--- src/rtl/trigger_readout.sv ---
// trigger_readout: on a trigger, latches the ring buffer write address, waits for
// POST more samples, then streams PRE+POST samples (oldest first) from the ring
// buffer's two-cycle registered read port into a 4-entry queue drained by a
// valid/ready interface. Flags overrun when the writer reaches an unread address.
module trigger_readout #(
    parameter int SIZE  = 12,
    parameter int WIDTH = 14,
    parameter int PRE   = 16,
    parameter int POST  = 48
) (
    input  logic             clk,
    input  logic             rst,
    input  logic             trig,
    input  logic             rb_wr_en,
    input  logic [SIZE-1:0]  rb_aout,
    input  logic [WIDTH-1:0] rb_dout,
    output logic [SIZE-1:0]  rb_ain,
    output logic             rb_rd_en,
    output logic [WIDTH-1:0] out_data,
    output logic             out_valid,
    input  logic             out_ready,
    output logic             out_last,
    output logic [SIZE-1:0]  trig_addr,
    output logic             busy,
    output logic             overrun
);

    localparam int CW = SIZE + 1;
    localparam int QD = 4;
    localparam logic [CW-1:0]   POST_C   = CW'(POST);
    localparam logic [CW-1:0]   LAST_IDX = CW'(PRE + POST - 1);
    localparam logic [SIZE-1:0] PRE_A    = SIZE'(PRE);

    typedef enum logic [1:0] {ST_IDLE, ST_POST, ST_READ, ST_DRAIN} state_t;

    state_t            state_reg;
    logic [SIZE-1:0]   start_reg;
    logic [SIZE-1:0]   rd_addr_reg;
    logic [CW-1:0]     post_cnt_reg;
    logic [CW-1:0]     issued_reg;
    logic [SIZE-1:0]   rb_ain_reg;
    logic [SIZE-1:0]   trig_addr_reg;
    logic              busy_reg;
    logic              overrun_reg;

    // Read pipeline: address on rb_ain (v0), enable on rb_rd_en, data on rb_dout (cap)
    logic              iss_v0_reg;
    logic              iss_last0_reg;
    logic              rb_rd_en_reg;
    logic              last1_reg;
    logic              cap_v_reg;
    logic              cap_last_reg;

    // Output queue
    logic [WIDTH-1:0]  q_data_reg [QD];
    logic              q_last_reg [QD];
    logic [1:0]        q_wr_reg;
    logic [1:0]        q_rd_reg;
    logic [2:0]        q_cnt_reg;

    logic              q_pop;
    logic              q_push;
    logic [3:0]        occupancy;
    logic              issue;
    logic              issue_last;
    logic              overrun_hit;
    logic              drain_done;

    // Issue control: count every slot the queue may eventually have to hold, crediting
    // the pop happening this cycle so full-rate readout is not throttled.
    always_comb begin
        q_pop       = (q_cnt_reg != 3'd0) && out_ready;
        q_push      = cap_v_reg;
        occupancy   = 4'(q_cnt_reg) - 4'(q_pop) + 4'(iss_v0_reg)
                    + 4'(rb_rd_en_reg) + 4'(cap_v_reg);
        issue       = (state_reg == ST_READ) && (occupancy < 4'd4);
        issue_last  = issue && (issued_reg == LAST_IDX);
        overrun_hit = rb_wr_en &&
                      (((state_reg == ST_POST) && (rb_aout == start_reg)) ||
                       ((state_reg == ST_READ) && (rb_aout == rd_addr_reg)));
        drain_done  = (q_cnt_reg == 3'd0) && !iss_v0_reg && !rb_rd_en_reg && !cap_v_reg;
    end

    // Control FSM: trigger capture, post-trigger wait, address issue, drain
    always_ff @(posedge clk) begin
        if (rst) begin
            state_reg     <= ST_IDLE;
            start_reg     <= '0;
            rd_addr_reg   <= '0;
            post_cnt_reg  <= '0;
            issued_reg    <= '0;
            trig_addr_reg <= '0;
            busy_reg      <= 1'b0;
            overrun_reg   <= 1'b0;
        end else begin
            case (state_reg)
                ST_IDLE: begin
                    if (trig) begin
                        trig_addr_reg <= rb_aout;
                        start_reg     <= rb_aout - PRE_A;
                        post_cnt_reg  <= '0;
                        overrun_reg   <= 1'b0;
                        busy_reg      <= 1'b1;
                        state_reg     <= ST_POST;
                    end
                end
                ST_POST: begin
                    if (rb_wr_en) begin
                        post_cnt_reg <= post_cnt_reg + CW'(1);
                        if (post_cnt_reg + CW'(1) == POST_C) begin
                            rd_addr_reg <= start_reg;
                            issued_reg  <= '0;
                            state_reg   <= ST_READ;
                        end
                    end
                end
                ST_READ: begin
                    if (issue) begin
                        rd_addr_reg <= rd_addr_reg + SIZE'(1);
                        issued_reg  <= issued_reg + CW'(1);
                        if (issue_last) begin
                            state_reg <= ST_DRAIN;
                        end
                    end
                end
                ST_DRAIN: begin
                    if (drain_done) begin
                        busy_reg  <= 1'b0;
                        state_reg <= ST_IDLE;
                    end
                end
                default: state_reg <= ST_IDLE;
            endcase
            // Only reachable in POST/READ, so never collides with the clear on trigger
            if (overrun_hit) begin
                overrun_reg <= 1'b1;
            end
        end
    end

    // Read pipeline: walk each issued address through the buffer's two-cycle latency
    always_ff @(posedge clk) begin
        if (rst) begin
            rb_ain_reg    <= '0;
            iss_v0_reg    <= 1'b0;
            iss_last0_reg <= 1'b0;
            rb_rd_en_reg  <= 1'b0;
            last1_reg     <= 1'b0;
            cap_v_reg     <= 1'b0;
            cap_last_reg  <= 1'b0;
        end else begin
            iss_v0_reg    <= issue;
            iss_last0_reg <= issue_last;
            rb_rd_en_reg  <= iss_v0_reg;
            last1_reg     <= iss_last0_reg;
            cap_v_reg     <= rb_rd_en_reg;
            cap_last_reg  <= last1_reg;
            if (issue) begin
                rb_ain_reg <= rd_addr_reg;
            end
        end
    end

    // Output queue: push returning read data, pop on handshake
    always_ff @(posedge clk) begin
        if (rst) begin
            for (int i = 0; i < QD; i++) begin
                q_data_reg[i] <= '0;
                q_last_reg[i] <= 1'b0;
            end
            q_wr_reg  <= '0;
            q_rd_reg  <= '0;
            q_cnt_reg <= '0;
        end else begin
            if (q_push) begin
                q_data_reg[q_wr_reg] <= rb_dout;
                q_last_reg[q_wr_reg] <= cap_last_reg;
                q_wr_reg             <= q_wr_reg + 2'd1;
            end
            if (q_pop) begin
                q_rd_reg <= q_rd_reg + 2'd1;
            end
            q_cnt_reg <= q_cnt_reg + 3'(q_push) - 3'(q_pop);
        end
    end

    assign rb_ain    = rb_ain_reg;
    assign rb_rd_en  = rb_rd_en_reg;
    assign out_data  = q_data_reg[q_rd_reg];
    assign out_last  = q_last_reg[q_rd_reg];
    assign out_valid = (q_cnt_reg != 3'd0);
    assign trig_addr = trig_addr_reg;
    assign busy      = busy_reg;
    assign overrun   = overrun_reg;

endmodule

--- config.mk ---
export PLATFORM = sky130hd
export DESIGN_NAME = trigger_readout
export DESIGN_NICKNAME = d
export VERILOG_FILES = /design/src/rtl/trigger_readout.sv
export SDC_FILE = /design/constraint.sdc
export NUM_CORES = 1
export LEC_CHECK = 0
export ABC_AREA = 0
export CORE_ASPECT_RATIO = 1.25
export CORE_MARGIN = 5
export CORE_UTILIZATION = 57
export CTS_CLUSTER_SIZE = 8
export DETAILED_ROUTE_END_ITERATION = 7
export GPL_TIMING_DRIVEN = 0
export PLACE_DENSITY_LB_ADDON = 0.08
export SYNTH_ARGS = -nofsm -noshare
export SYNTH_HDL_FRONTEND = slang
export SYNTH_SLANG_ARGS = --single-unit
--- constraint.sdc ---
create_clock -name clk -period 3.7 [get_ports clk]
set_input_delay 0.37 -clock clk [delete_from_list [all_inputs] [get_ports clk]]
set_output_delay 0.37 -clock clk [all_outputs]
set_load 0.005 [all_outputs]
==> flow_summary.toml, run 1 <==
[run_status]
status = "completed"

[yosys]
synth-seq-cells = 149
netlist-cell-type-count = 70
synth_area_um2 = 7510
syn_inst = 747
ys_warn_count = 0
netlist_top_cells_area = "edfxtp_1 (24%), dfxtp_1 (24%), and2_1 (5.5%)"
synth_edf_count = 60
ys_seq_area_share_pct = 47.7
syn_nets = 794
synth_top_cell_by_area = "edfxtp_1"
yosysTopAreaCellShare_pct = 24.0
ys_async_sr_fraction_pct = 0
synth_ff_type = "dfxtp_1"
syn_area_per_cell_um2 = 10.1

[die]
core-area_um2 = 13100
rows = 47
dieWidth_um = 113
die_h_um = 138
die_area_um2 = 15600
pin_count = 74
start_util_pct = 57.3

[worst_setup_path]
rr_startpoint = "q_cnt_reg[0]"
reg2reg_to = "issued_reg[8]"
worstSetupPathType = "flip-flop to flip-flop"
worstPathArrival_ns = 3.85
crit_required_ns = 3.99
start_kind = "flip-flop"
cp_max_fo = 10
end_kind = "flip-flop"
reg2reg_depth = 13
r2r_setup_slack_ns = 0.14

[global_routing]
grt_pass1_wl_um = 30500
grt_pass1_vias = 6046
use_met2_pct = 42.1
grt_usage_pct = 24.4
antenna_found_initial = 0
grt_start_max_net_pins = 17
grtUsageMet3_pct = 5.03
grtUsageMet1_pct = 29.4
busiest_layer = "met2"
overflow = 0

[sta]
post-route-min-period_ns = 3.56
final-max-slew-violation-count = 0
setup_viol = 0
worst_pin_slew_ns = 0.940
finalClockSkew_ns = 0.00670
holdWs_ns = 0.310
fin_crit_sh_pct = 96.2
slew_headroom_pct = 37.3
fmax_mhz = 281
hold_viol_final = 0

[cts]
clock_latency_ns = 0.43
postCtsHoldBufs = 0
clk_pin_slew_worst_paths_ns = 0.07
cts_buffers = 17
clockBufferDepth = 2
clock-root-buffer = "clkbuf_16"
tritoncts = "done"
cts.sinks = 149
htree_levels = 4

[layout]
largest_register_ffs = 56
drive_above_1_share_pct = 10.7
most-common-layout-cells = "dfxtp_1 (89), nor2_1 (70), clkdlybuf4s50_1 (67), and2_1 (66), nand2_1 (62)"
fin_util_pct = 68.7
layout-area-overhead-vs-synth_pct = 20.0
diodes = 0
layout_commonest_cell = "dfxtp_1"
num-nets-final = 881
nFillCells = 1034

[place]
port_buffers = 67
place_congestion = 0.894
dp_hpwl_um = 13300

[worst_hold_path]
hold_path_end = "trig_addr[7]"
hold_start = "rb_aout[7]"
hold_path_class = "primary input to flip-flop"
hold_path_depth = 3

[flow_run]
cap_viol_max_count = 0

[route]
route.antenna.remaining_nets = 0
wl_per_cell_um = 18.5
viasPerCell = 5.91
drt_iter0_drc = 446
routed_wl_um = 18800
drc = 0
num_vias = 6021
drt_pass1_iterations = 5

[power_and_ir_drop]
power_density_nw_per_um2 = 613
leakage_nw = 3.30
peakVddDrop_uv = 323
area by class of cell:
| class | instances | area [um2] | share of cell area, % |
|---|---|---|---|
| multi-input cells | 524 | 3640 | 40.4 |
| flip-flops and latches | 149 | 3580 | 39.8 |
| repair buffers | 68 | 678 | 7.52 |
| clock buffers | 17 | 425 | 4.72 |
| plain buffers | 54 | 250 | 2.78 |
| well taps | 171 | 214 | 2.37 |
| clock inverters | 15 | 145 | 1.61 |
| inverters | 20 | 75.1 | 0.833 |
logic make-up after synthesis:
kind of cell / synth area share, %
AO/OA/AOI/OAI: 12.4
XOR/XNOR: 4.43
adder cells (fa/ha/maj): 2.87
buffers and inverters: 4.25
flip-flops: 47.7
multiplexers: 6.36
AND/OR/NAND/NOR: 22.0
worst max-delay path by stage:
stage | slack, ns | endpoint | from
floorplan | 0.39 | issued_reg[3] | q_cnt_reg[0]
global placement | -0.13 | issued_reg[5] | out_ready
detailed placement | -0.19 | issued_reg[5] | out_ready
CTS | 0.07 | issued_reg[4] | q_cnt_reg[0]
global route | -0.02 | issued_reg[3] | q_cnt_reg[0]
finish | 0.14 | issued_reg[8] | q_cnt_reg[0]
power breakdown:
group / switching [mW] / total [mW] / leakage [nW] / internal (mW)
Sequential: 0.147 / 2.02 / 1.34 / 1.87
Combinational: 1.05 / 1.83 / 1.68 / 0.776
Clock: 0.741 / 1.68 / 0.272 / 0.940
Total: 1.94 / 5.53 / 3.30 / 3.59
critical path, stage by stage, from the launching register on:
cell	delay (ns)
dfxtp_1	0.36
or3_1	0.45
nand2_1	0.19
or2_2	0.15
nand2_1	0.06
fa_1	0.37
ha_1	0.28
and3_1	0.19
nor4_4	0.25
buf_4	0.19
o32ai_4	0.11
clkbuf_2	0.25
o311ai_0	0.43
o41ai_1	0.15
per-stage QoR:
stage | setup WS [ns] | total power [mW] | instances | setup TNS [ns] | area (um2)
after floorplan | 0.393 | 3.18 | 747 | 0 | 7510
after CTS | 0.0744 | 5.47 | 1017 | 0 | 8980
after global routing | -0.0170 | 5.81 | 1018 | -0.0234 | 9010
final | 0.140 | 5.53 | 1018 | 0 | 9010
after detailed placement | -0.186 | 3.77 | 985 | -1.23 | 8400
after global placement | -0.134 | 3.72 | 985 | -0.431 | 8400
metal layers:
metal	up-vias	share of wire (%)
met5	-	0
met4	0	2.8
met3	41	4.8
met2	207	51
met1	2899	41
li1	2874	-
synthesized netlist by cell type (all sizes together), types with 15 or more instances:
cell and n:
mux4 15, nand3 27, xor2 22, dfxtp 89
buf 15, and2 66, edfxtp 60, nor4 15
o21ai 30, nand2 64, xnor2 16, a21oi 36
nor2 70, clkbuf 39, inv 19
repair_timing:
action                     in CTS  in global routing
buffers inserted                0                  1
gates resized for setup         4                  7
pin swaps                       0                  1
setup endpoints to repair       8                 22
No activity file was read; power rests on OpenSTA's default activity.
==> run 2: changes to the inputs <==
--- a/config.mk
+++ b/config.mk
@@ -7,11 +7,12 @@
 export LEC_CHECK = 0
 export ABC_AREA = 0
 export CORE_ASPECT_RATIO = 1.25
-export CORE_MARGIN = 5
+export CORE_MARGIN = 2
 export CORE_UTILIZATION = 57
 export CTS_CLUSTER_SIZE = 8
 export DETAILED_ROUTE_END_ITERATION = 7
 export GPL_TIMING_DRIVEN = 0
+export HOLD_SLACK_MARGIN = 0.08
 export PLACE_DENSITY_LB_ADDON = 0.08
 export SYNTH_ARGS = -nofsm -noshare
 export SYNTH_HDL_FRONTEND = slang
==> run 2 against run 1 <==
Register-to-register slack got worse by 0.03 ns; clock skew grew 0.0012 ns; critical path type unchanged; highest routed layer unchanged; wire length rose by 0.81%; critical path depth unchanged; power increased by 4.3%; clock-buffer cell count up 3; non-clock buffer count fell by 1; maximum frequency down 0.88%; combinational power is 2% lower; via count grew 2.3%; critical endpoint is now issued_reg[4]; global-route usage grew 2.9 points; first-iteration DRC count is 11% higher.
==> flow_summary.toml, run 2 (synthesis results as in run 1) <==
[route]
viasPerCell = 6.07
highest_layer = "met4"
met2_length_um = 9670
num_vias = 6157
wl_met1_um = 7370
wl_per_cell_um = 18.7
drc = 0
drt_iter0_drc = 496
route.met3.wl_um = 1250
route.antenna.remaining_nets = 0
drt_pass1_iterations = 7
routed_wl_um = 18900

[cts]
clockBufferDepth = 2
cts_buffers = 17
clock_latency_ns = 0.42
post_cts_resize_count = 2
clock-root-buffer = "clkbuf_16"
postCtsHoldBufs = 0
tritoncts = "done"
postCtsSetupRepairBufs = 0
htree_levels = 4
cts.sinks = 149
clk_pin_slew_worst_paths_ns = 0.07

[run_status]
status = "completed"

[global_routing]
grt_pass1_wl_um = 30200
grt_pass1_vias = 6160
grt_usage_pct = 27.3
grt_start_max_net_pins = 17
antenna_found_initial = 0
overflow = 0

[worst_setup_path]
end_kind = "flip-flop"
worstPathArrival_ns = 3.92
worstSetupPathType = "flip-flop to flip-flop"
start_kind = "flip-flop"
crit_required_ns = 4.03
worst_path_largest_cell_delay_ns = 0.46
path_cells = "or3_1 -> nand2_1 -> or2_2 -> nand2_1 -> fa_1 -> ha_1 -> and3_1 -> o211a_1 -> o32ai_2 -> buf_2 -> a21oi_1 -> a211o_1 -> o41ai_1"
cp_slowest_cell = "o32ai_2"
cp_max_fo = 10
cp_common_cell = "nand2_1"
r2r_setup_slack_ns = 0.11

[layout]
nFillCells = 957
diodes = 0
drive_above_1_share_pct = 10.3
num-nets-final = 880
layout_commonest_cell = "dfxtp_1"
fin_util_pct = 71.0
most-common-layout-cells = "dfxtp_1 (89), nor2_1 (70), clkdlybuf4s50_1 (67), and2_1 (66), nand2_1 (62)"
largest_register_ffs = 56
layout-area-overhead-vs-synth_pct = 20.8

[sta]
setup_viol = 0
post-route-min-period_ns = 3.59
slew_headroom_pct = 30.6
fin_crit_sh_pct = 97.1
hold_viol_final = 0
holdWs_ns = 0.310
final-max-slew-violation-count = 0
worst_pin_slew_ns = 1.03
finalClockSkew_ns = 0.00789
fmax_mhz = 278
tns_ns = 0
rsz0062_at_grt = "true"
timing.final.ws_setup_ns = 0.109

[flow_run]
cap_viol_max_count = 0

[power_and_ir_drop]
p_int_mw = 3.89
pwr-share-comb_pct = 31.1
clkPwrFrac_pct = 33.8
sw_frac_of_total_pct = 32.5
p_sw_mw = 1.87
power_density_nw_per_um2 = 635
p_seq_share_pct = 35.2
peakVddDrop_uv = 355
leakage_nw = 3.33

[place]
dp_slack_ns = -0.189
port_buffers = 67
dp_hpwl_um = 13100
place_congestion = 0.896

[die]
die_area_um2 = 14100
start_util_pct = 58.8
rows = 46
pin_count = 74
die_h_um = 132
dieWidth_um = 107
core-area_um2 = 12800

[worst_hold_path]
hold_path_class = "primary input to flip-flop"
## run 2: cell type report
cell class / count / area [um2] / share of cell area [%]
repair buffers: 67 / 671 / 7.39
clock inverters: 12 / 228 / 2.51
flip-flops and latches: 149 / 3580 / 39.5
clock buffers: 20 / 437 / 4.81
plain buffers: 54 / 248 / 2.73
multi-input cells: 524 / 3620 / 39.9
inverters: 20 / 75.1 / 0.827
well taps: 168 / 210 / 2.32
## run 2: metrics by stage
step | power, mW | instance area [um2] | instances
floorplan | 3.18 | 7510 | 747
global placement | 3.72 | 8390 | 982
detailed placement | 3.77 | 8400 | 982
CTS | 5.72 | 9060 | 1014
global route | 6.03 | 9070 | 1014
finish | 5.76 | 9070 | 1014
## run 2: critical path: cells and delay by family (launching register included)
kind,cells,cell delay [ns]
AOI/OAI and AO/OA,5,1.15
adders and majority gates,2,0.63
buffers and inverters,1,0.33
DFF,1,0.35
and+or+nand+nor,5,1.02
## run 2: power by group through the flow
| stage | Sequential, mW | Clock [mW] | Combinational [mW] |
|---|---|---|---|
| after global routing | 2.04 | 2.04 | 1.95 |
| after floorplan | 2.01 | 0 | 1.17 |
| after CTS | 2.02 | 1.96 | 1.75 |
| after detailed placement | 2.05 | 0 | 1.72 |
| final | 2.03 | 1.95 | 1.79 |
| after global placement | 2.05 | 0 | 1.67 |
## run 2: layer usage
layer	global-route usage [%]	vias to the layer above
li1	-	2865
met1	31.6	2944
met2	48.2	292
met3	5.24	56
met4	13.2	0
met5	0	-
## run 2: final timing paths
kind | cells past startpoint | start | to
max | 13 | q_cnt_reg[0] | issued_reg[4]
min | 3 | rb_aout[9] | trig_addr[9]
max reg2reg | 13 | q_cnt_reg[0] | issued_reg[4]
min reg2reg | 1 | last1_reg | cap_last_reg
